File: config.mk
export PLATFORM = sky130hd
export DESIGN_NAME = param_frame_serializer
export DESIGN_NICKNAME = d
export VERILOG_FILES = /design/src/rtl/param_frame_serializer.sv
export SDC_FILE = /design/constraint.sdc
export NUM_CORES = 1
export LEC_CHECK = 0
export CORE_UTILIZATION = 50
export CTS_CLUSTER_SIZE = 25
export DETAILED_ROUTE_END_ITERATION = 16
export PLACE_DENSITY = 0.67
export SYNTH_ARGS = -nofsm -noshare
export SYNTH_HDL_FRONTEND = slang
export SYNTH_SLANG_ARGS = --single-unit
export TNS_END_PERCENT = 30
File: constraint.sdc
create_clock -name clk -period 3.4 [get_ports clk]
set_input_delay 0.68 -clock clk [delete_from_list [all_inputs] [get_ports clk]]
set_output_delay 0.68 -clock clk [all_outputs]
set_load 0.03 [all_outputs]
File: src/rtl/param_frame_serializer.sv
// param_frame_serializer: buffers up to NUM_CHANNELS samples received over a
// valid/ready handshake, then emits HEADER, sample count, samples, footer.
// A partial buffer is flushed after TIMEOUT idle cycles (0 = never).
// Optional build macro PARAM_FRAME_SERIALIZER_CHECKSUM_EN inserts an XOR
// checksum word between the last sample and the footer.
module param_frame_serializer #(
    parameter int unsigned       DATA_W       = 8,
    parameter int unsigned       NUM_CHANNELS = 16,
    parameter int unsigned       TIMEOUT      = 8,
    parameter logic [DATA_W-1:0] HEADER       = 'hA5,
    parameter logic [DATA_W-1:0] FOOTER       = 'h5A
) (
    input  logic              clk,
    input  logic              rst,
    input  logic [DATA_W-1:0] din,
    input  logic              din_valid,
    output logic              din_ready,
    output logic [DATA_W-1:0] dout,
    output logic              dout_valid,
    output logic              dout_sof,
    output logic              dout_eof
);

    localparam int unsigned IDX_W = (NUM_CHANNELS > 1) ? $clog2(NUM_CHANNELS) : 1;
    localparam int unsigned CNT_W = $clog2(NUM_CHANNELS + 1);
    localparam int unsigned TMO_W = (TIMEOUT > 1) ? $clog2(TIMEOUT) : 1;

    // The sample count must fit in one output word.
    generate
        if (NUM_CHANNELS < 1 ||
            longint'(NUM_CHANNELS) > (longint'(1) << DATA_W) - 1) begin : g_bad_cfg
            $error("param_frame_serializer: NUM_CHANNELS must be 1..2^DATA_W-1");
        end
    endgenerate

    typedef enum logic [2:0] {
        IDLE,
        COLLECT,
        HDR,
        CNT,
        DATA,
`ifdef PARAM_FRAME_SERIALIZER_CHECKSUM_EN
        CSUM,
`endif
        FTR
    } state_t;

    state_t            state_q, state_d;
    logic [DATA_W-1:0] sample_buf_q [NUM_CHANNELS];
    logic [CNT_W-1:0]  wr_ptr_q, wr_ptr_d;
    logic [IDX_W-1:0]  rd_ptr_q, rd_ptr_d;
    logic [TMO_W-1:0]  idle_q, idle_d;
    logic [DATA_W-1:0] dout_q, dout_d;
    logic              dout_valid_q, dout_valid_d;
    logic              dout_sof_q, dout_sof_d;
    logic              dout_eof_q, dout_eof_d;
`ifdef PARAM_FRAME_SERIALIZER_CHECKSUM_EN
    logic [DATA_W-1:0] csum_q, csum_d;
`endif

    logic accept;
    logic last_rd;
    logic timed_out;

    assign din_ready  = (state_q == IDLE || state_q == COLLECT) && !rst;
    assign accept     = din_valid && din_ready;
    assign last_rd    = (CNT_W'(rd_ptr_q) == wr_ptr_q - CNT_W'(1));
    assign timed_out  = (TIMEOUT != 0) && (idle_q == TMO_W'(TIMEOUT - 1));

    assign dout       = dout_q;
    assign dout_valid = dout_valid_q;
    assign dout_sof   = dout_sof_q;
    assign dout_eof   = dout_eof_q;

    // Sample buffer write port.
    // NOTE: the buffer has no reset; wr_ptr guards every read, so stale slots are never emitted.
    always_ff @(posedge clk) begin
        if (accept) begin
            sample_buf_q[wr_ptr_q[IDX_W-1:0]] <= din;
        end
    end

    // Next-state and next-output logic for collection and frame emission.
    always_comb begin
        // NOTE: every output of this block gets a default first, so no path can infer a latch.
        state_d      = state_q;
        wr_ptr_d     = wr_ptr_q;
        rd_ptr_d     = rd_ptr_q;
        idle_d       = idle_q;
        dout_d       = '0;
        dout_valid_d = 1'b0;
        dout_sof_d   = 1'b0;
        dout_eof_d   = 1'b0;
`ifdef PARAM_FRAME_SERIALIZER_CHECKSUM_EN
        csum_d       = csum_q;
`endif

        case (state_q)
            IDLE, COLLECT: begin
                if (accept) begin
                    // An accept always wins over an expiring idle counter.
                    wr_ptr_d = wr_ptr_q + CNT_W'(1);
                    idle_d   = '0;
                    state_d  = (wr_ptr_q == CNT_W'(NUM_CHANNELS - 1)) ? HDR : COLLECT;
`ifdef PARAM_FRAME_SERIALIZER_CHECKSUM_EN
                    csum_d   = csum_q ^ din;
`endif
                end else if (state_q == COLLECT) begin
                    if (timed_out) begin
                        idle_d  = '0;
                        state_d = HDR;
                    end else if (TIMEOUT != 0) begin
                        idle_d = idle_q + TMO_W'(1);
                    end
                end
            end
            HDR: begin
                dout_d       = HEADER;
                dout_valid_d = 1'b1;
                dout_sof_d   = 1'b1;
                rd_ptr_d     = '0;
                state_d      = CNT;
            end
            CNT: begin
                dout_d       = DATA_W'(wr_ptr_q);
                dout_valid_d = 1'b1;
                state_d      = DATA;
            end
            DATA: begin
                dout_d       = sample_buf_q[rd_ptr_q];
                dout_valid_d = 1'b1;
                rd_ptr_d     = rd_ptr_q + IDX_W'(1);
                if (last_rd) begin
`ifdef PARAM_FRAME_SERIALIZER_CHECKSUM_EN
                    state_d = CSUM;
`else
                    state_d = FTR;
`endif
                end
            end
`ifdef PARAM_FRAME_SERIALIZER_CHECKSUM_EN
            CSUM: begin
                dout_d       = csum_q;
                dout_valid_d = 1'b1;
                state_d      = FTR;
            end
`endif
            FTR: begin
                dout_d       = FOOTER;
                dout_valid_d = 1'b1;
                dout_eof_d   = 1'b1;
                wr_ptr_d     = '0;
                rd_ptr_d     = '0;
                state_d      = IDLE;
`ifdef PARAM_FRAME_SERIALIZER_CHECKSUM_EN
                csum_d       = '0;
`endif
            end
            default: begin
                state_d = IDLE;
            end
        endcase
    end

    // State, pointer and registered-output update with synchronous reset.
    always_ff @(posedge clk) begin
        // NOTE: sequential state uses <= so all registers update from pre-edge values.
        if (rst) begin
            state_q      <= IDLE;
            wr_ptr_q     <= '0;
            rd_ptr_q     <= '0;
            idle_q       <= '0;
            dout_q       <= '0;
            dout_valid_q <= 1'b0;
            dout_sof_q   <= 1'b0;
            dout_eof_q   <= 1'b0;
`ifdef PARAM_FRAME_SERIALIZER_CHECKSUM_EN
            csum_q       <= '0;
`endif
        end else begin
            state_q      <= state_d;
            wr_ptr_q     <= wr_ptr_d;
            rd_ptr_q     <= rd_ptr_d;
            idle_q       <= idle_d;
            dout_q       <= dout_d;
            dout_valid_q <= dout_valid_d;
            dout_sof_q   <= dout_sof_d;
            dout_eof_q   <= dout_eof_d;
`ifdef PARAM_FRAME_SERIALIZER_CHECKSUM_EN
            csum_q       <= csum_d;
`endif
        end
    end

endmodule

## Word level (Yosys, flattened, before mapping)

Memory sizes are Yosys's and may differ from the RTL's. A register that Yosys moved wholly into a read port is not among the register bits.
Index checks and enable logic that the tools add are counted.

- $add $sub $neg: 4
- Multiplexer cells: 20
- Bitwise logic cells: 0
- $lt $le $gt $ge: 0
- Reduce and logical (&&, ||, !) cells: 14
- $mul: 0
- Divide/modulo/power cells: 0
- Equal/unequal tests: 12
- Shifts and indexed selects: 0

Operator list:

| cell | number |
|---|---|
| $pmux 8 s4 | 1 |
| $mux 3 | 7 |
| $pmux 3 s4 | 1 |
| $pmux 5 s2 | 1 |
| $eq 3x3->1 const B | 3 |
| $mux 4 | 2 |
| $pmux 4 s2 | 1 |
| $eq 3x2->1 const B | 2 |
| $ne 3x3->1 const B | 2 |
| $reduce_bool 2->1 | 3 |
| $add 5x1->5 const B | 1 |
| $eq 4x5->1 | 1 |
| $eq 5x4->1 const B | 1 |
| $mux 1 | 5 |
| $mux 5 | 1 |
| $sub 5x1->5 const B | 1 |
| $add 4x1->4 const B | 1 |
| $ne 2x2->1 const B | 2 |
| $reduce_and 2->1 | 2 |
| $reduce_or 2->1 | 2 |
| $reduce_or 4->1 | 1 |
| $add 3x1->3 const B | 1 |
| $eq 3x1->1 const B | 1 |
| $logic_not 3->1 | 1 |
| other kinds (5) | 6 |

- Bits of input ports: 11
- Memory bits (read-only): 0
- Bits in registers: 26
- Word-level logic and storage cells: 59
- Latch bits: 0
- Memories kept: 1
- RAM bits: 128

Memory list:

| name | words | bits a word | read ports | clocked after memory_dff | write ports | line | RTL |
|---|---|---|---|---|---|---|---|
| sample_buf_q | 16 | 8 | 1 | 1 | 1 | 49 | `logic [DATA_W-1:0] sample_buf_q [NUM_CHANNELS];` |

## Logic depth before layout (Yosys ltp)

- Depth after elaboration: 6
- Depth in mapped cells: 8

## Worst setup path before layout

Ideal clock, no wire load.

- Path kind: input port to flip-flop
- Start: input port rst
- End: memory sample_buf_q[3][0] (enable)
- Setup time: 383 ps
- Setup slack: 1158 ps
- Arrival time: 1859 ps
- Path buffers: 0
- Stages: 4
- Cells stage by stage: nand2b_1 -> nor2_2 -> nand2_1 -> nor3_1

- Longest elaborated chain between the ends: 5

Ends and longest elaborated chain:

| item | line | RTL |
|---|---|---|
| from (decl) | 14 | `input logic rst,` |
| $logic_not 1->1 | 65 | `assign din_ready = (state_q == IDLE \|\| state_q == COLLECT) && !rst;` |
| $logic_and 1x1->1 | 65 |  |
| $logic_and 1x1->1 | 66 | `assign accept = din_valid && din_ready;` |
| $mux 1 | 78 | `if (accept) begin` |
| $mux 1 (implied by the code) | 79 | `sample_buf_q[wr_ptr_q[IDX_W-1:0]] <= din;` |
| to (decl) | 49 |  |

No other way between the ends.

## Worst setup path after layout

- Start: register state_q[1]
- End: output port din_ready

- Longest elaborated chain between the ends: 3

Ends and longest elaborated chain:

| item | line | RTL |
|---|---|---|
| from (decl) | 48 | `state_t state_q, state_d;` |
| from (signal assigned) | 181 | `state_q <= state_d;` |
| $eq 3x1->1 / $logic_not 3->1 (equally long branches) | 65 |  |
| $logic_or 1x1->1 (*) | 65 |  |
| $logic_and 1x1->1 (*) | 65 |  |
| to (decl) | 17 | `output logic din_ready,` |

Mark *: on every way between the ends. The rest lies on a longest branch, timed or not.

==> metrics.log <==
INFO  metric grt_pass1_vias = 3526
INFO  metric clkLatencyLatePin = 420 ps
INFO  metric initial_core_util = 52.2%
INFO  metric via_count = 3518
INFO  metric multi_input_comb_area = 0.00181 mm²
INFO  metric shortest_clock_period_the_worst_path_allows_after_layout = 2760 ps
INFO  metric cts_root_buffer = sky130_fd_sc_hd__clkbuf_16
INFO  metric dp.final_hpwl = 8270 µm
INFO  metric setup.reg_to_reg.worst_slack = 1180 ps
INFO  metric timing_worst_slew_pin_value = 621 ps
INFO  metric maxClockFrequency = 362 MHz
INFO  metric synth_edf_count = 128
INFO  metric setup.worst_path.start_class = register
INFO  metric netlist.area_leader.share = 60.3%
INFO  metric numCtsBuffers = 17
INFO  metric layout.cell_area.non_filler = 0.00745 mm²
INFO  metric portbufs = 22
INFO  metric most_used_dff_post_synth = sky130_fd_sc_hd__edfxtp_1
INFO  metric required_time_at_the_endpoint_of_the_critical_path = 2720 ps
INFO  metric post_synth_num_cell_types = 44
INFO  metric finalClockSkew = 5.72 ps
INFO  metric finalCritPeriodShare = 81.2%
INFO  metric gr-usage-all-layers = 22.1%
INFO  metric synthesis.area = 0.00638 mm²
INFO  metric die_area = 0.0132 mm²
INFO  metric cts.sink_count = 158
INFO  metric finish.utilization = 61.0%
INFO  metric floorplan.rows = 40
INFO  metric r2r.worst_path.cells = 5
INFO  metric die-height = 115 µm
INFO  metric cts-resized-gates = 0
INFO  metric ant_nets = 0
INFO  metric core_area = 0.0122 mm²
INFO  metric timing.critical_path.arrival = 2080 ps
INFO  metric drt_first_pass_iters = 5
INFO  metric cp_num_cells = 3
INFO  metric cpLargestDelayFamily = buffers and inverters
INFO  metric timing.hold.worst_path_depth = 2
INFO  metric hold_viol_final = 0
INFO  metric cts.htree.levels = 4
INFO  metric pin_count_of_the_biggest_net_entering_global_routing = 27
INFO  metric ios = 23
INFO  metric synthesis.area_per_instance = 16.2 µm²
INFO  metric post_cts_hold_buffer_count = 0
INFO  metric place_area = 0.00688 mm²
INFO  metric yosysSeqAreaShare = 69.7%
INFO  metric cpMaxStageDelayCell = sky130_fd_sc_hd__clkdlybuf4s50_1
INFO  metric layout_area_growth_over_synthesis = 16.8%
INFO  metric final-setup-viol-count = 0
INFO  metric post_drt_wl_per_cell = 20.8 µm
INFO  metric cts_setup_buffers = 0
INFO  metric via_per_inst = 5.70
INFO  metric routed_wirelength = 12900 µm
INFO  metric final_cell_mix = 128 x sky130_fd_sc_hd__edfxtp_1, 37 x sky130_fd_sc_hd__nor2_1, 30 x sky130_fd_sc_hd__mux4_2, 30 x sky130_fd_sc_hd__dfxtp_1, 24 x sky130_fd_sc_hd__buf_4
INFO  metric nFillCells = 949
INFO  metric status = complete, no violations
INFO  metric cp-end-kind = primary output
INFO  metric gpl.final_weighted_congestion = 0.816
INFO  metric worstHoldPathType = register to register
INFO  metric tritoncts_clock_tree = built
INFO  metric synth_cells = 393
INFO  metric crit_path_max_incr_delay = 670 ps
INFO  metric layout-drive-gt1-share = 20.5%
INFO  metric nNetsFinal = 456
INFO  metric die_x = 115 µm
INFO  metric yosysTopAreaCell = sky130_fd_sc_hd__edfxtp_1
INFO  metric grt_first_pass_wirelength = 20300 µm
INFO  metric power.density = 551 mW/mm²
INFO  metric timing.max_slew.rel_slack = 58.5%
INFO  metric leakage = 0.00242 µW
INFO  metric globalRouteOverflowTotal = 0
INFO  metric cp_max_fo = 16
INFO  metric ys.warnings.count = 0
INFO  metric mappedNetlistNets = 413
INFO  metric mostFrequentLayoutCell = sky130_fd_sc_hd__edfxtp_1
INFO  metric first_iter_violations = 273
INFO  metric irDropWorstVdd = 0.346 mV
INFO  metric max_cap_viol_count = 0
INFO  metric max-clock-path-buffers = 2
INFO  metric finalMaxSlewViolations = 0
INFO  metric ys_top_cells_by_area = sky130_fd_sc_hd__edfxtp_1 60%, sky130_fd_sc_hd__mux4_2 11%, sky130_fd_sc_hd__dfxtp_1 9.4%, sky130_fd_sc_hd__nor2_1 2.2%, sky130_fd_sc_hd__mux2i_1 2.0%
INFO  metric synth.ff_latch_count = 158
INFO  metric synth_async_sr_flop_share = 0%
INFO  metric crit_buf_inv = 1
INFO  metric antenna_cells_inserted = 0
INFO  metric grt_antenna_before_repair = 1
INFO  metric clock_slew_seen_by_the_registers_of_the_worst_setup_and_hold_paths = 60 ps
INFO  metric worstPathCellList = or2_2 > nor2_1 > clkdlybuf4s50_1
INFO  metric grt_setup_unrepaired = no
INFO  metric path_class = register to primary output
INFO  metric drcViolationCount = 0
INFO  metric ff_latch_area = 0.00444 mm²
INFO  metric timing.setup.tns = 0 ps
==> final timing paths <==
path | start | end
setup / recovery | state_q[1] | din_ready
hold / removal | idle_q[1] | idle_q[1]
setup reg to reg | state_q[1] | sample_buf_q[7][5]
hold reg to reg | idle_q[1] | idle_q[1]
==> layer usage <==
| layer | vias to the layer above | part of all wire [%] | track usage [%] |
|---|---|---|---|
| li1 | 1611 | - | - |
| met1 | 1764 | 42 | 28.4 |
| met2 | 119 | 48 | 34.4 |
| met3 | 22 | 7.8 | 8.28 |
| met4 | 2 | 1.9 | 8.48 |
| met5 | - | 0.10 | 0 |
==> Yosys cell counts (all sizes together) (3+ instances only) <==
cell	count
a211oi	3
a21oi	19
a221oi	3
a31oi	3
and3	5
buf	11
clkbuf	11
dfxtp	30
edfxtp	128
ha	9
inv	4
mux2	4
mux2i	13
mux4	30
nand2	15
nand2b	11
nand3	4
nand3b	4
nor2	38
nor2b	4
nor3	10
nor4	4
o21ai	7
xnor2	5
xor2	3
==> state kept, by name, indices dropped and copies added (netlist names), named ones only <==
name          flops
state_q           3
wr_ptr_q          5
rd_ptr_q          4
dout_valid        1
dout              8
sample_buf_q    128
dout_eof          1
dout_sof          1
idle_q            3
==> logic make-up (layout without fill, tap and decap cells) <==
| logic type | after synthesis | count (layout) | synth area share [%] |
|---|---|---|---|
| and+or+nand+nor | 99 | 99 | 7.61 |
| muxes | 47 | 47 | 13.3 |
| adders and majority gates | 9 | 9 | 1.77 |
| buffers and inverters | 26 | 82 | 1.94 |
| DFF | 158 | 158 | 69.7 |
| xor gates and xnor gates | 8 | 8 | 1.10 |
| AOI/OAI and AO/OA | 46 | 46 | 4.57 |
==> area by class of cell <==
type                            instances  share of cell area, %
Timing Repair Buffer                   46                   5.37
Tap cell                              168                   2.82
Sequential cell                       158                   59.6
Clock inverter                         14                   1.93
Clock buffer                           18                   5.76
Inverter                                4                  0.201
Multi-Input combinational cell        209                   24.3
==> metrics by stage <==
stage               std cells  hold WS [ps]  total power [µW]  setup WS [ps]
floorplan                 393           458              2250           1160
global placement          585           476              2320            736
detailed placement        585           485              2320            722
CTS                       617           499              4140            622
global route              617           548              4230            517
finish                    617           496              4100            640
==> worst min-delay path, delay by kind of cell (launching register included) <==
family,cells,cell delay [ps]
AO/OA/AOI/OAI,1,60
flip-flops,1,320
AND/OR/NAND/NOR,1,80
==> power by group <==
| group | internal, µW | leakage, µW | switching (µW) | total (µW) |
|---|---|---|---|---|
| Sequential | 2110 | 0.00140 | 19.0 | 2130 |
| Combinational | 62.5 | 0.000742 | 94.6 | 157 |
| Clock | 1080 | 0.000282 | 743 | 1820 |
| Total | 3250 | 0.00242 | 857 | 4100 |
No activity file was read; power rests on OpenSTA's default activity.
